**src/rtl/nnrv_uart_loader.sv**
```systemverilog
// UART boot loader: receives a word-count-prefixed image and writes it into RAM,
// holding the core in reset until done. Optional trailing XOR checksum: NNRV_LOADER_CKSUM_EN.
module nnrv_uart_loader #(
  parameter int XLEN         = 64,
  parameter int MASK_WIDTH   = 8,
  parameter int CLKS_PER_BIT = 868,
  parameter int MAX_WORDS    = 128
) (
  input  logic                  i_clk,
  input  logic                  i_rst,
  input  logic                  i_uart_rx,
  output logic [XLEN-1:0]       o_ram_wr_addr,
  output logic                  o_ram_wr_en,
  output logic [MASK_WIDTH-1:0] o_ram_wr_mask,
  output logic [XLEN-1:0]       o_ram_wr_data,
  output logic                  o_core_rst,
  output logic                  o_busy,
  output logic                  o_done,
  output logic                  o_err
);

  localparam int CNT_W = $clog2(CLKS_PER_BIT + 1);
  localparam logic [CNT_W-1:0] BIT_LAST  = CNT_W'(CLKS_PER_BIT - 1);
  localparam logic [CNT_W-1:0] HALF_LAST = CNT_W'(CLKS_PER_BIT / 2 - 1);
  localparam logic [15:0]      MAX_N     = 16'(MAX_WORDS);

  localparam logic [1:0] RX_IDLE  = 2'd0;
  localparam logic [1:0] RX_START = 2'd1;
  localparam logic [1:0] RX_DATA  = 2'd2;
  localparam logic [1:0] RX_STOP  = 2'd3;

  localparam logic [2:0] HDR0  = 3'd0;
  localparam logic [2:0] HDR1  = 3'd1;
  localparam logic [2:0] LOAD  = 3'd2;
  localparam logic [2:0] DONE  = 3'd3;
  localparam logic [2:0] ERR   = 3'd4;
`ifdef NNRV_LOADER_CKSUM_EN
  localparam logic [2:0] CKSUM = 3'd5;
`endif

  logic             rx_sync_p0;
  logic             rx_sync_p1;
  logic             rx_prev_p2;
  logic [1:0]       rx_state;
  logic [CNT_W-1:0] clk_cnt;
  logic [2:0]       bit_cnt;
  logic [7:0]       rx_shift;
  logic             byte_vld_p3;
  logic             frame_err_p3;
  logic             start_det;

  logic [2:0]       ld_state;
  logic [15:0]      n_words;
  logic [15:0]      word_idx;
  logic [2:0]       byte_cnt;
  logic [XLEN-9:0]  word_buf;
  logic [15:0]      hdr_n;
  logic             last_word;
  logic             ld_active;

  assign start_det = (rx_state == RX_IDLE) && !rx_sync_p1 && rx_prev_p2;
  assign hdr_n     = {rx_shift, n_words[7:0]};
  assign last_word = ({1'b0, word_idx} + 17'd1) == {1'b0, n_words};
  assign ld_active = (ld_state != DONE) && (ld_state != ERR);

  // Stages p0/p1: metastability synchronizer; p2 holds the previous sample for edge detect
  always_ff @(posedge i_clk) begin
    if (i_rst) begin
      rx_sync_p0 <= 1'b1;
      rx_sync_p1 <= 1'b1;
      rx_prev_p2 <= 1'b1;
    end else begin
      rx_sync_p0 <= i_uart_rx;
      rx_sync_p1 <= rx_sync_p0;
      rx_prev_p2 <= rx_sync_p1;
    end
  end

  // Stage p3: bit-timing FSM; byte/frame-error pulses land the cycle after the stop sample
  always_ff @(posedge i_clk) begin
    if (i_rst) begin
      rx_state     <= RX_IDLE;
      clk_cnt      <= '0;
      bit_cnt      <= '0;
      byte_vld_p3  <= 1'b0;
      frame_err_p3 <= 1'b0;
    end else begin
      byte_vld_p3  <= 1'b0;
      frame_err_p3 <= 1'b0;
      case (rx_state)
        RX_IDLE: begin
          if (start_det) begin
            rx_state <= RX_START;
            clk_cnt  <= '0;
          end
        end
        RX_START: begin
          if (clk_cnt == HALF_LAST) begin
            clk_cnt  <= '0;
            bit_cnt  <= '0;
            rx_state <= rx_sync_p1 ? RX_IDLE : RX_DATA;
          end else begin
            clk_cnt <= clk_cnt + 1'b1;
          end
        end
        RX_DATA: begin
          if (clk_cnt == BIT_LAST) begin
            clk_cnt <= '0;
            bit_cnt <= bit_cnt + 1'b1;
            if (bit_cnt == 3'd7) rx_state <= RX_STOP;
          end else begin
            clk_cnt <= clk_cnt + 1'b1;
          end
        end
        default: begin
          if (clk_cnt == BIT_LAST) begin
            clk_cnt      <= '0;
            rx_state     <= RX_IDLE;
            byte_vld_p3  <= rx_sync_p1;
            frame_err_p3 <= !rx_sync_p1;
          end else begin
            clk_cnt <= clk_cnt + 1'b1;
          end
        end
      endcase
    end
  end

  // rx_shift stays stable from the stop sample until the next frame's first data bit
  always_ff @(posedge i_clk) begin
    if (rx_state == RX_DATA && clk_cnt == BIT_LAST)
      rx_shift <= {rx_sync_p1, rx_shift[7:1]};
  end

  always_ff @(posedge i_clk) begin
    if (ld_state == LOAD && byte_vld_p3 && byte_cnt != 3'd7)
      word_buf[{byte_cnt, 3'b000} +: 8] <= rx_shift;
  end

`ifdef NNRV_LOADER_CKSUM_EN
  logic [7:0] cksum;

  always_ff @(posedge i_clk) begin
    if (i_rst)
      cksum <= '0;
    else if (byte_vld_p3 && (ld_state == HDR0 || ld_state == HDR1 || ld_state == LOAD))
      cksum <= cksum ^ rx_shift;
  end
`endif

  // Stage p4: image FSM and RAM write port
  always_ff @(posedge i_clk) begin
    if (i_rst) begin
      ld_state      <= HDR0;
      n_words       <= '0;
      word_idx      <= '0;
      byte_cnt      <= '0;
      o_ram_wr_en   <= 1'b0;
      o_ram_wr_mask <= '0;
      o_ram_wr_addr <= '0;
      o_ram_wr_data <= '0;
      o_core_rst    <= 1'b1;
      o_busy        <= 1'b0;
      o_done        <= 1'b0;
      o_err         <= 1'b0;
    end else begin
      o_ram_wr_en   <= 1'b0;
      o_ram_wr_mask <= '0;
      if (start_det && ld_active) o_busy <= 1'b1;
      if (frame_err_p3 && ld_active) begin
        ld_state <= ERR;
        o_err    <= 1'b1;
        o_busy   <= 1'b0;
      end else begin
        case (ld_state)
          HDR0: begin
            if (byte_vld_p3) begin
              n_words[7:0] <= rx_shift;
              ld_state     <= HDR1;
            end
          end
          HDR1: begin
            if (byte_vld_p3) begin
              n_words[15:8] <= rx_shift;
              word_idx      <= '0;
              byte_cnt      <= '0;
              if (hdr_n == 16'd0) begin
                ld_state   <= DONE;
                o_done     <= 1'b1;
                o_busy     <= 1'b0;
                o_core_rst <= 1'b0;
              end else if (hdr_n > MAX_N) begin
                ld_state <= ERR;
                o_err    <= 1'b1;
                o_busy   <= 1'b0;
              end else begin
                ld_state <= LOAD;
              end
            end
          end
          LOAD: begin
            if (o_ram_wr_en) begin
              word_idx <= word_idx + 16'd1;
              byte_cnt <= '0;
              if (last_word) begin
`ifdef NNRV_LOADER_CKSUM_EN
                ld_state <= CKSUM;
`else
                ld_state   <= DONE;
                o_done     <= 1'b1;
                o_busy     <= 1'b0;
                o_core_rst <= 1'b0;
`endif
              end
            end else if (byte_vld_p3) begin
              byte_cnt <= byte_cnt + 3'd1;
              if (byte_cnt == 3'd7) begin
                o_ram_wr_en   <= 1'b1;
                o_ram_wr_mask <= '1;
                o_ram_wr_addr <= {{(XLEN-19){1'b0}}, word_idx, 3'b000};
                o_ram_wr_data <= {rx_shift, word_buf};
              end
            end
          end
`ifdef NNRV_LOADER_CKSUM_EN
          CKSUM: begin
            if (byte_vld_p3) begin
              o_busy <= 1'b0;
              if (rx_shift == cksum) begin
                ld_state   <= DONE;
                o_done     <= 1'b1;
                o_core_rst <= 1'b0;
              end else begin
                ld_state <= ERR;
                o_err    <= 1'b1;
              end
            end
          end
`endif
          DONE, ERR: ;
          default: begin
            ld_state <= ERR;
            o_err    <= 1'b1;
          end
        endcase
      end
    end
  end

endmodule

```
**config.mk**
```make
export PLATFORM = sky130hd
export DESIGN_NAME = nnrv_uart_loader
export DESIGN_NICKNAME = d
export VERILOG_FILES = /design/src/rtl/nnrv_uart_loader.sv
export SDC_FILE = /design/constraint.sdc
export NUM_CORES = 1
export LEC_CHECK = 0
export ABC_AREA = 1
export CAP_MARGIN = 20
export CORE_ASPECT_RATIO = 1.2
export CORE_MARGIN = 3
export CORE_UTILIZATION = 35
export CTS_CLUSTER_DIAMETER = 200
export DETAILED_ROUTE_END_ITERATION = 10
export MAX_ROUTING_LAYER = met4
export PLACE_DENSITY = 0.59
export SLEW_MARGIN = 5
export SYNTH_ARGS = -nofsm -noshare
export SYNTH_HDL_FRONTEND = slang
export SYNTH_SLANG_ARGS = --single-unit
```
**constraint.sdc**
```tcl
create_clock -name i_clk -period 8.35 [get_ports i_clk]
set_clock_uncertainty 0.15 [all_clocks]
set_input_delay 0.835 -clock i_clk [delete_from_list [all_inputs] [get_ports i_clk]]
set_output_delay 0.835 -clock i_clk [all_outputs]
set_load 0.005 [all_outputs]
```
==> impl_summary.log, run 1 <==
[metrics] LEAKAGE: 3.82 nW
[metrics] hold path start: rx_sync_p0
[metrics] row cnt: 63
[metrics] sequential share of power: 0.473
[metrics] number of global-route vias before repair: 6239
[metrics] CP startpoint kind: flip-flop
[metrics] clock-pin slew on the worst setup and hold paths: 60 ps
[metrics] number of hold buffers added after CTS: 0
[metrics] H-tree depth: 1
[metrics] number of placed instances, taps included: 1444
[metrics] category of the worst setup path capture point: flip-flop
[metrics] arrival time at the worst endpoint: 3710 ps
[metrics] worst voltage drop across the vdd grid: 0.000113 V
[metrics] residual DRC count: 0
[metrics] count of endpoints failing hold in the final timing report: 0
[metrics] maximum buffer depth of the clock tree: 3
[metrics] net switching power: 0.553 mW
[metrics] unrepaired setup endpoints after global routing: false
[metrics] Post-CTS Setup Repair Bufs: 0
[metrics] Vias: 6714
[metrics] Unique masters post-synth: 44
[metrics] transition time at the pin with the least slew margin: 1150 ps
[metrics] port bufs: 95
[metrics] min cycle time layout: 3720 ps
[metrics] Hold WS: 258 ps
[metrics] most common cell after layout, fill and taps aside: inv_1
[metrics] count of state elements after synthesis: 207
[metrics] io pins: 144
[metrics] number of max-capacitance violations reported: 0
[metrics] total wirelength of the detailed-routed design: 20000 microns
[metrics] Cell Count, Final, Fillers Out: 1483
[metrics] overall overflow remaining after global route: 0
[metrics] Slew headroom: 0.225
[metrics] buffer cell driving the clock tree root: clkbuf_16
[metrics] fraction of final layout cells sized beyond drive strength 1: 0.0579
[metrics] Die X: 153 microns
[metrics] Placement Cell Area: 0.00997 sq mm
[metrics] synthesis-to-layout area growth: 18.2%
[metrics] PostCTS Resize Cnt: 0
[metrics] Worst Path Class, Setup: reg2reg
[metrics] DP HPWL: 14000 microns
[metrics] floorplan core area: 0.0251 sq mm
[metrics] number of clock buffers inserted by TritonCTS: 21
[metrics] total routing resource utilization after global routing: 0.142
[metrics] setup TNS: 0 ps
[metrics] Worst-Skew Late Latency: 500 ps
[metrics] CP max stage cell: dfxtp_1
[metrics] power density over cell area: 211 mW/mm^2
[metrics] CP max FO: 13
[metrics] Switching Fraction: 0.245
[metrics] HP Class: reg2reg
[metrics] final estimated routing congestion in global placement: 0.880
[metrics] netlist area before placement: 0.00907 sq mm
[metrics] clock network power share: 0.436
[metrics] CP Data Required Time: 8340 ps
[metrics] startpoint of the lowest-slack register-to-register path: byte_cnt[0]
[metrics] wire length of the first global-routing pass: 32100 microns
[metrics] Worst path most repeated cell: nor2_1
[metrics] TritonCTS clock tree: yes
[metrics] Die Y: 182 microns
[metrics] Layout Cell Area excl Fill: 0.0107 sq mm
[metrics] post-synthesis sequential area ratio: 0.528
[metrics] outcome: completed
[metrics] largest net degree at the start of global routing: 106
[metrics] total clock sinks: 207
[metrics] detailed-router iteration count before antenna repair: 5
[metrics] 1st-iter DRT viols: 335
[metrics] slowest stage delay, CP: 570 ps
[metrics] maximum clock rate: 0.269 GHz
[metrics] post-DR vias/cell: 4.53
[metrics] share of total power in combinational logic: 0.090
[metrics] gate count of the mapped netlist: 1069
[metrics] Yosys warning count: 0
[metrics] starting utilization of the core area: 0.362
[metrics] cells along the critical path: inv_1 -> ha_1 -> ha_1 -> clkinv_1 -> nor2_1 -> inv_1 -> nor2_1 -> nand2_1 -> nor2_1
[metrics] Die Outline Area: 0.0279 sq mm
[metrics] average footprint of a synthesized cell: 8.48 sq um
[metrics] number of max-slew violations in the final report: 0
[metrics] fin crit share: 0.446
[metrics] total internal power: 1.70 mW
[metrics] final antenna-violating net count: 0
[metrics] worst setup path start: byte_cnt[0]
[metrics] final net count: 1155
[metrics] Routed wire per std cell: 13.5 microns
[metrics] most used cells in the layout excluding fill and tap cells: 162 x inv_1, 143 x dfxtp_1, 122 x a21oi_1
[metrics] total power: 2.26 mW
[metrics] number of antenna cells inserted: 0
[metrics] final count of negative-setup-slack endpoints: 0
[metrics] antenna violations before repair: 0
[synthesized netlist by cell type (all sizes together)]
master  number  area (sq um)
or2          6          40.0
a22oi        4          30.0
a21oi      123           619
edfxtp      64          1920
o21bai       1          7.51
o221ai       1          8.76
and2         1          6.26
nor3b        3          22.5
a211oi       5          37.5
buf         68           549
a31oi        3          18.8
xnor2        2          17.5
xor2         3          26.3
dfxtp      143          2860
conb         1          3.75
nand4       12          90.1
nand2      125           494
xnor3        1          22.5
a32oi        2          17.5
clkbuf      27           101
nand3       48           250
nor3        21           105
o21ai      110           554
clkinv       2          7.51
inv        165           622
o311ai       1          8.76
ha           9           113
nor2       116           497
nor4         2          12.5
[critical path: cells and delay by family (launching register included)]
kind,cells,cell delay [ps]
adders and majority gates,2,780
buffers and inverters,3,740
and+or+nand+nor,4,1120
DFF,1,570
[metrics by stage]
stage / utilization / setup slack [ps]
floorplan: - / 5070
global placement: 0.398 / 4310
detailed placement: 0.398 / 4180
CTS: 0.427 / 4670
global route: 0.428 / 4250
finish: 0.428 / 4630
[registers in the layout (all words and copies together), names as in the netlist, 2 cells and up]
register       flops
n_words           16
ld_state           3
word_buf          56
word_idx          16
rx_state           2
rx_shift           8
bit_cnt            3
byte_cnt           3
o_ram_wr_addr     16
clk_cnt           10
o_ram_wr_data     64
[kinds of logic (layout without fill, tap and decap cells)]
logic type / Yosys count / after routing / synth area share
buffers and inverters: 262 / 304 / 0.141
other: 1 / 48 / 0.000414
flip-flops: 207 / 207 / 0.528
XOR/XNOR: 6 / 6 / 0.00731
AND/OR/NAND/NOR: 334 / 334 / 0.167
adder cells (fa/ha/maj): 9 / 9 / 0.0124
AO/OA/AOI/OAI: 250 / 250 / 0.144
[final cells by class]
type	count	area, sq um
Fill cell	2494	14300
Sequential cell	207	4780
Multi-Input combinational cell	647	3180
Timing Repair Buffer	99	988
Clock buffer	31	634
Inverter	167	629
Tap cell	325	407
Clock inverter	7	96.3
[per-layer routing]
metal / track usage / up-vias / wire length [microns]
li1: - / 3530 / -
met1: 0.177 / 3004 / 9010
met3: 0.0225 / 33 / 885
met2: 0.236 / 147 / 9590
met5: - / - / 0
met4: 0.0488 / 0 / 531
[power groups by stage]
stage	Combinational [mW]	Clock, mW	Sequential [mW]
after floorplan	0.175	0	1.09
after global placement	0.199	0	1.09
after detailed placement	0.203	0	1.09
after CTS	0.204	1.01	1.07
after global routing	0.232	1.05	1.07
final	0.204	0.985	1.07
[path summary, 6_finish.rpt]
path | endpoint | slack, ps | cells after the start
hold / removal | rx_sync_p1 | 260 | 1
hold reg to reg | rx_sync_p1 | 260 | 1
setup / recovery | word_buf[34] | 4630 | 9
setup reg to reg | word_buf[34] | 4630 | 9
Note: power is estimated with default switching activity, not from simulation.
==> run 2, diff against run 1 <==
Settings changed: PLACE_DENSITY 0.59 to 0.61.
Clock period 8.35 ns to 3.1 ns, I/O delays scaled along.
==> impl_summary.log, run 2 (same netlist as run 1, synthesis figures left out) <==
[metrics] CP max stage cell: dfxtp_1
[metrics] largest net degree at the start of global routing: 162
[metrics] category of the worst setup path capture point: flip-flop
[metrics] Die Y: 182 microns
[metrics] min cycle time layout: 2750 ps
[metrics] Worst-Skew Late Latency: 500 ps
[metrics] number of stages on the worst setup path: 10
[metrics] antenna violations before repair: 0
[metrics] floorplan core area: 0.0251 sq mm
[metrics] Routed wire per std cell: 13.7 microns
[metrics] cell depth of the worst hold path: 2
[metrics] PostCTS Resize Cnt: 0
[metrics] fraction of final layout cells sized beyond drive strength 1: 0.0717
[metrics] port bufs: 95
[metrics] family of cells with the greatest summed delay on the critical path: buffers and inverters
[metrics] final net count: 1167
[metrics] max FFs per register: 64
[metrics] slowest stage delay, CP: 560 ps
[metrics] overall overflow remaining after global route: 0
[metrics] Buffers & Inverters on Critical Path: 5
[metrics] LEAKAGE: 3.91 nW
[metrics] top flop regs: o_ram_wr_data x64, word_buf x56
[metrics] final estimated routing congestion in global placement: 0.877
[metrics] CP max FO: 13
[metrics] synthesis-to-layout area growth: 20.1%
[metrics] number of clock buffers inserted by TritonCTS: 23
[metrics] wire length of the first global-routing pass: 33000 microns
[metrics] starting utilization of the core area: 0.362
[metrics] maximum buffer depth of the clock tree: 3
[metrics] arrival time at the worst endpoint: 2820 ps
[metrics] Post-CTS Setup Repair Bufs: 0
[metrics] cells along the critical path: inv_1 -> ha_1 -> ha_1 -> clkinv_1 -> nor2_1 -> inv_1 -> nor2_1 -> clkinv_1 -> nor4_2 -> buf_4
[metrics] power density over cell area: 584 mW/mm^2
[metrics] count of endpoints failing hold in the final timing report: 0
[metrics] TritonCTS clock tree: yes
[metrics] buffer cell driving the clock tree root: clkbuf_16
[metrics] clock-pin slew on the worst setup and hold paths: 60 ps
[metrics] unrepaired setup endpoints after global routing: false
[metrics] final antenna-violating net count: 0
[metrics] number of max-capacitance violations reported: 0
[metrics] Slew headroom: 0.557
[metrics] worst reg2reg path depth: 10
[metrics] H-tree depth: 1
[metrics] Layout Cell Area excl Fill: 0.0109 sq mm
[metrics] CP Data Required Time: 3170 ps
[metrics] number of antenna cells inserted: 0
[metrics] row cnt: 63
[metrics] fin crit share: 0.888
[metrics] worst voltage drop across the vdd grid: 0.000333 V
[metrics] io pins: 144
[metrics] HP Class: in2reg
[metrics] Die X: 153 microns
[metrics] final count of negative-setup-slack endpoints: 0
[metrics] 1st-iter DRT viols: 305
[metrics] Placement Cell Area: 0.0101 sq mm
[metrics] detailed-router iteration count before antenna repair: 4
[metrics] number of placed instances, taps included: 1454
[metrics] number of global-route vias before repair: 6546
[metrics] Worst Path Class, Setup: reg2reg
[metrics] total routing resource utilization after global routing: 0.147
[metrics] Die Outline Area: 0.0279 sq mm
[metrics] met3 layer usage reported by global route: 0.0235
[metrics] register containing the most flip-flops in the final layout: o_ram_wr_data
[metrics] most common cell after layout, fill and taps aside: inv_1
[metrics] gr busiest metal: met2
[metrics] Vias: 6879
[metrics] maximum clock rate: 0.363 GHz
[metrics] DP HPWL: 14400 microns
[metrics] CP startpoint kind: flip-flop
[metrics] transition time at the pin with the least slew margin: 662 ps
[metrics] met1 usage: 0.178
[metrics] most used cells in the layout excluding fill and tap cells: 162 x inv_1, 143 x dfxtp_1, 122 x a21oi_1
[metrics] setup TNS: 0 ps
[metrics] number of max-slew violations in the final report: 0
[metrics] minimum setup slack among reg-to-reg paths: 350 ps
[metrics] total wirelength of the detailed-routed design: 20500 microns
[metrics] outcome: completed
[metrics] residual DRC count: 0
[metrics] global routing usage on met2: 0.251
[metrics] post-DR vias/cell: 4.60
[metrics] Cell Count, Final, Fillers Out: 1496
[metrics] number of hold buffers added after CTS: 0
[metrics] total clock sinks: 207
run 2: path summary, 6_finish.rpt:
check,start,end
setup / recovery,byte_cnt[0],word_buf[24]
hold / removal,i_uart_rx,rx_sync_p0
setup reg to reg,byte_cnt[0],word_buf[24]
hold reg to reg,rx_sync_p0,rx_sync_p1
run 2: worst register-to-register path, delay by kind of cell, from the launching register on:
family | cells | cell delay (ps)
adders and majority gates | 2 | 520
and+or+nand+nor | 3 | 530
buffers and inverters | 5 | 710
DFF | 1 | 560
run 2: area by class of cell:
| type | count | area, sq um |
|---|---|---|
| clock buffer | 26 | 628 |
| clock inverter | 15 | 190 |
| fill | 2468 | 14200 |
| inverter | 167 | 629 |
| multi-input combinational | 647 | 3190 |
| sequential | 207 | 4780 |
| tap | 325 | 407 |
| timing repair buffer | 109 | 1070 |
run 2: per-layer routing:
metal | vias to the layer above | wire, microns
li1 | 3568 | -
met2 | 161 | 10200
met3 | 47 | 994
met1 | 3103 | 8760
met4 | 0 | 612
met5 | - | 0
run 2: power breakdown:
group          total (mW)  switching, mW  leakage (nW)  internal, mW
Clock                2.91           1.12         0.403          1.80
Sequential           2.88         0.0429          1.71          2.84
Combinational       0.571          0.396          1.80         0.175
Total                6.36           1.55          3.91          4.81
run 2: through the flow:
| stage | setup slack (ps) | utilization | hold slack [ps] | power [mW] |
|---|---|---|---|---|
| finish | 348 | 0.435 | 220 | 6.36 |
| global route | 46.1 | 0.435 | 217 | 6.64 |
| CTS | 257 | 0.434 | 207 | 6.44 |
| detailed placement | 281 | 0.402 | 244 | 3.51 |
| global placement | 370 | 0.402 | 249 | 3.51 |
| floorplan | 120 | - | 239 | 3.40 |
==> run 3, diff against run 2 <==
Settings changed: SETUP_SLACK_MARGIN from default to 0.5.
==> impl_summary.log, run 3 (same netlist as run 1, synthesis figures left out) <==
[metrics] outcome: completed
[metrics] CP startpoint kind: flip-flop
[metrics] post-DR vias/cell: 4.64
[metrics] fraction of final layout cells sized beyond drive strength 1: 0.0753
[metrics] Vias: 6928
[metrics] total power: 6.10 mW
[metrics] worst voltage drop across the vdd grid: 0.000300 V
[metrics] max FFs per register: 64
[metrics] category of the worst setup path capture point: flip-flop
[metrics] buffer cell driving the clock tree root: clkbuf_16
[metrics] slowest stage delay, CP: 350 ps
[metrics] Die Outline Area: 0.0279 sq mm
[metrics] row cnt: 63
[metrics] Worst Path Class, Setup: reg2reg
[metrics] Worst-Skew Late Latency: 500 ps
[metrics] antenna violations before repair: 0
[metrics] detailed-router iteration count before antenna repair: 5
[metrics] transition time at the pin with the least slew margin: 1060 ps
[metrics] synthesis-to-layout area growth: 19.9%
[metrics] arrival time at the worst endpoint: 2520 ps
[metrics] residual DRC count: 0
[metrics] count of endpoints failing hold in the final timing report: 0
[metrics] total clock sinks: 207
[metrics] most common cell after layout, fill and taps aside: inv_1
[metrics] minimum setup slack among reg-to-reg paths: 650 ps
[metrics] maximum clock rate: 0.408 GHz
[metrics] Routed wire per std cell: 13.5 microns
[metrics] largest net degree at the start of global routing: 136
[metrics] number of max-capacitance violations reported: 0
[metrics] hold path start: i_uart_rx
[metrics] min cycle time layout: 2450 ps
[metrics] final antenna-violating net count: 0
[metrics] final core utilization: 0.434
[metrics] number of clock buffers inserted by TritonCTS: 23
[metrics] total routing resource utilization after global routing: 0.143
[metrics] register containing the most flip-flops in the final layout: o_ram_wr_data
[metrics] final count of negative-setup-slack endpoints: 0
[metrics] Slew headroom: 0.286
[metrics] HP Class: in2reg
[metrics] LEAKAGE: 3.90 nW
[metrics] worst reg2reg path depth: 10
[metrics] cells along the critical path: inv_1 -> ha_1 -> ha_1 -> inv_4 -> nor2_1 -> inv_1 -> nor2_1 -> bufinv_8 -> nor4_4 -> buf_6
[metrics] Cell Count, Final, Fillers Out: 1494
[metrics] io pins: 144
[metrics] top flop regs: o_ram_wr_data x64, word_buf x56
[metrics] unrepaired setup endpoints after global routing: false
[metrics] Switching Fraction: 0.247
[metrics] floorplan core area: 0.0251 sq mm
[metrics] Layout Cell Area excl Fill: 0.0109 sq mm
[metrics] power density over cell area: 561 mW/mm^2
[metrics] CP max FO: 10
[metrics] overall overflow remaining after global route: 0
[metrics] cell depth of the worst hold path: 2
[metrics] clock network power share: 0.432
[metrics] TritonCTS clock tree: yes
[metrics] most used cells in the layout excluding fill and tap cells: 162 x inv_1, 141 x dfxtp_1, 122 x a21oi_1
[metrics] Placement Cell Area: 0.0101 sq mm
[metrics] final estimated routing congestion in global placement: 0.891
[metrics] CP max stage cell: dfxtp_1
[metrics] wire length of the first global-routing pass: 32400 microns
[metrics] net switching power: 1.50 mW
[metrics] total internal power: 4.60 mW
[metrics] sink of the worst hold path: rx_sync_p0
[metrics] clock-pin slew on the worst setup and hold paths: 60 ps
[metrics] number of max-slew violations in the final report: 0
[metrics] Die Y: 182 microns
[metrics] worst reg2reg path endpoint: word_buf[24]
[metrics] DP HPWL: 14200 microns
[metrics] number of placed instances, taps included: 1453
[metrics] worst setup path start: byte_cnt[1]
[metrics] port bufs: 95
[metrics] 1st-iter DRT viols: 418
[metrics] maximum buffer depth of the clock tree: 3
[metrics] Die X: 153 microns
[metrics] sequential share of power: 0.472
[metrics] CP Data Required Time: 3170 ps
[metrics] share of total power in combinational logic: 0.096
[metrics] number of hold buffers added after CTS: 0
[metrics] startpoint of the lowest-slack register-to-register path: byte_cnt[1]
[metrics] total wirelength of the detailed-routed design: 20200 microns
[metrics] final net count: 1166
[metrics] number of global-route vias before repair: 6416
[metrics] number of antenna cells inserted: 0
[metrics] H-tree depth: 1
[metrics] fin crit share: 0.792
[metrics] setup TNS: 0 ps
[metrics] starting utilization of the core area: 0.362
run 3: how the worst max path moves through the flow:
stage,end,slack [ps]
after floorplan,word_buf[24],520
after global placement,word_buf[27],620
after detailed placement,word_buf[39],550
after CTS,word_buf[37],520
after global routing,o_core_rst,500
final,word_buf[24],650
run 3: timing repair:
item | CTS | global route
endpoints found under the setup margin | 0 | 22
resized for setup | 0 | 9
buffers inserted | 0 | 1
run 3: power by group through the flow:
stage          Combinational (mW)  Clock, mW  Sequential, mW
2_1_floorplan               0.479          0            2.93
3_3_place_gp                0.571          0            2.93
3_5_place_dp                0.580          0            2.94
4_1_cts                     0.583       2.70            2.88
5_1_grt                     0.664       2.81            2.88
6_report                    0.588       2.64            2.88
run 3: layer usage:
layer / track usage / wire length (microns)
met1: 0.176 / 8910
met2: 0.245 / 9980
met5: - / 0
met4: 0.0435 / 431
met3: 0.0218 / 922
run 3: cell type report:
cell class / count / area [sq um]
Multi-Input combinational cell: 647 / 3210
Inverter: 167 / 646
Timing Repair Buffer: 108 / 1080
Fill cell: 2477 / 14200
Sequential cell: 207 / 4790
Tap cell: 325 / 407
Clock buffer: 32 / 669
Clock inverter: 8 / 68.8
run 3: worst max-delay path, delay by kind of cell, from the launching register on:
| family | cells | cell delay (ps) |
|---|---|---|
| buffers and inverters | 5 | 600 |
| AND/OR/NAND/NOR | 3 | 550 |
| adder cells (fa/ha/maj) | 2 | 510 |
| flip-flops | 1 | 350 |
run 3: through the flow:
| step | worst slack, ps | hold WS [ps] |
|---|---|---|
| final | 646 | 233 |
| after global routing | 502 | 238 |
| after CTS | 525 | 214 |
| after detailed placement | 552 | 251 |
| after global placement | 622 | 242 |
| after floorplan | 518 | 239 |
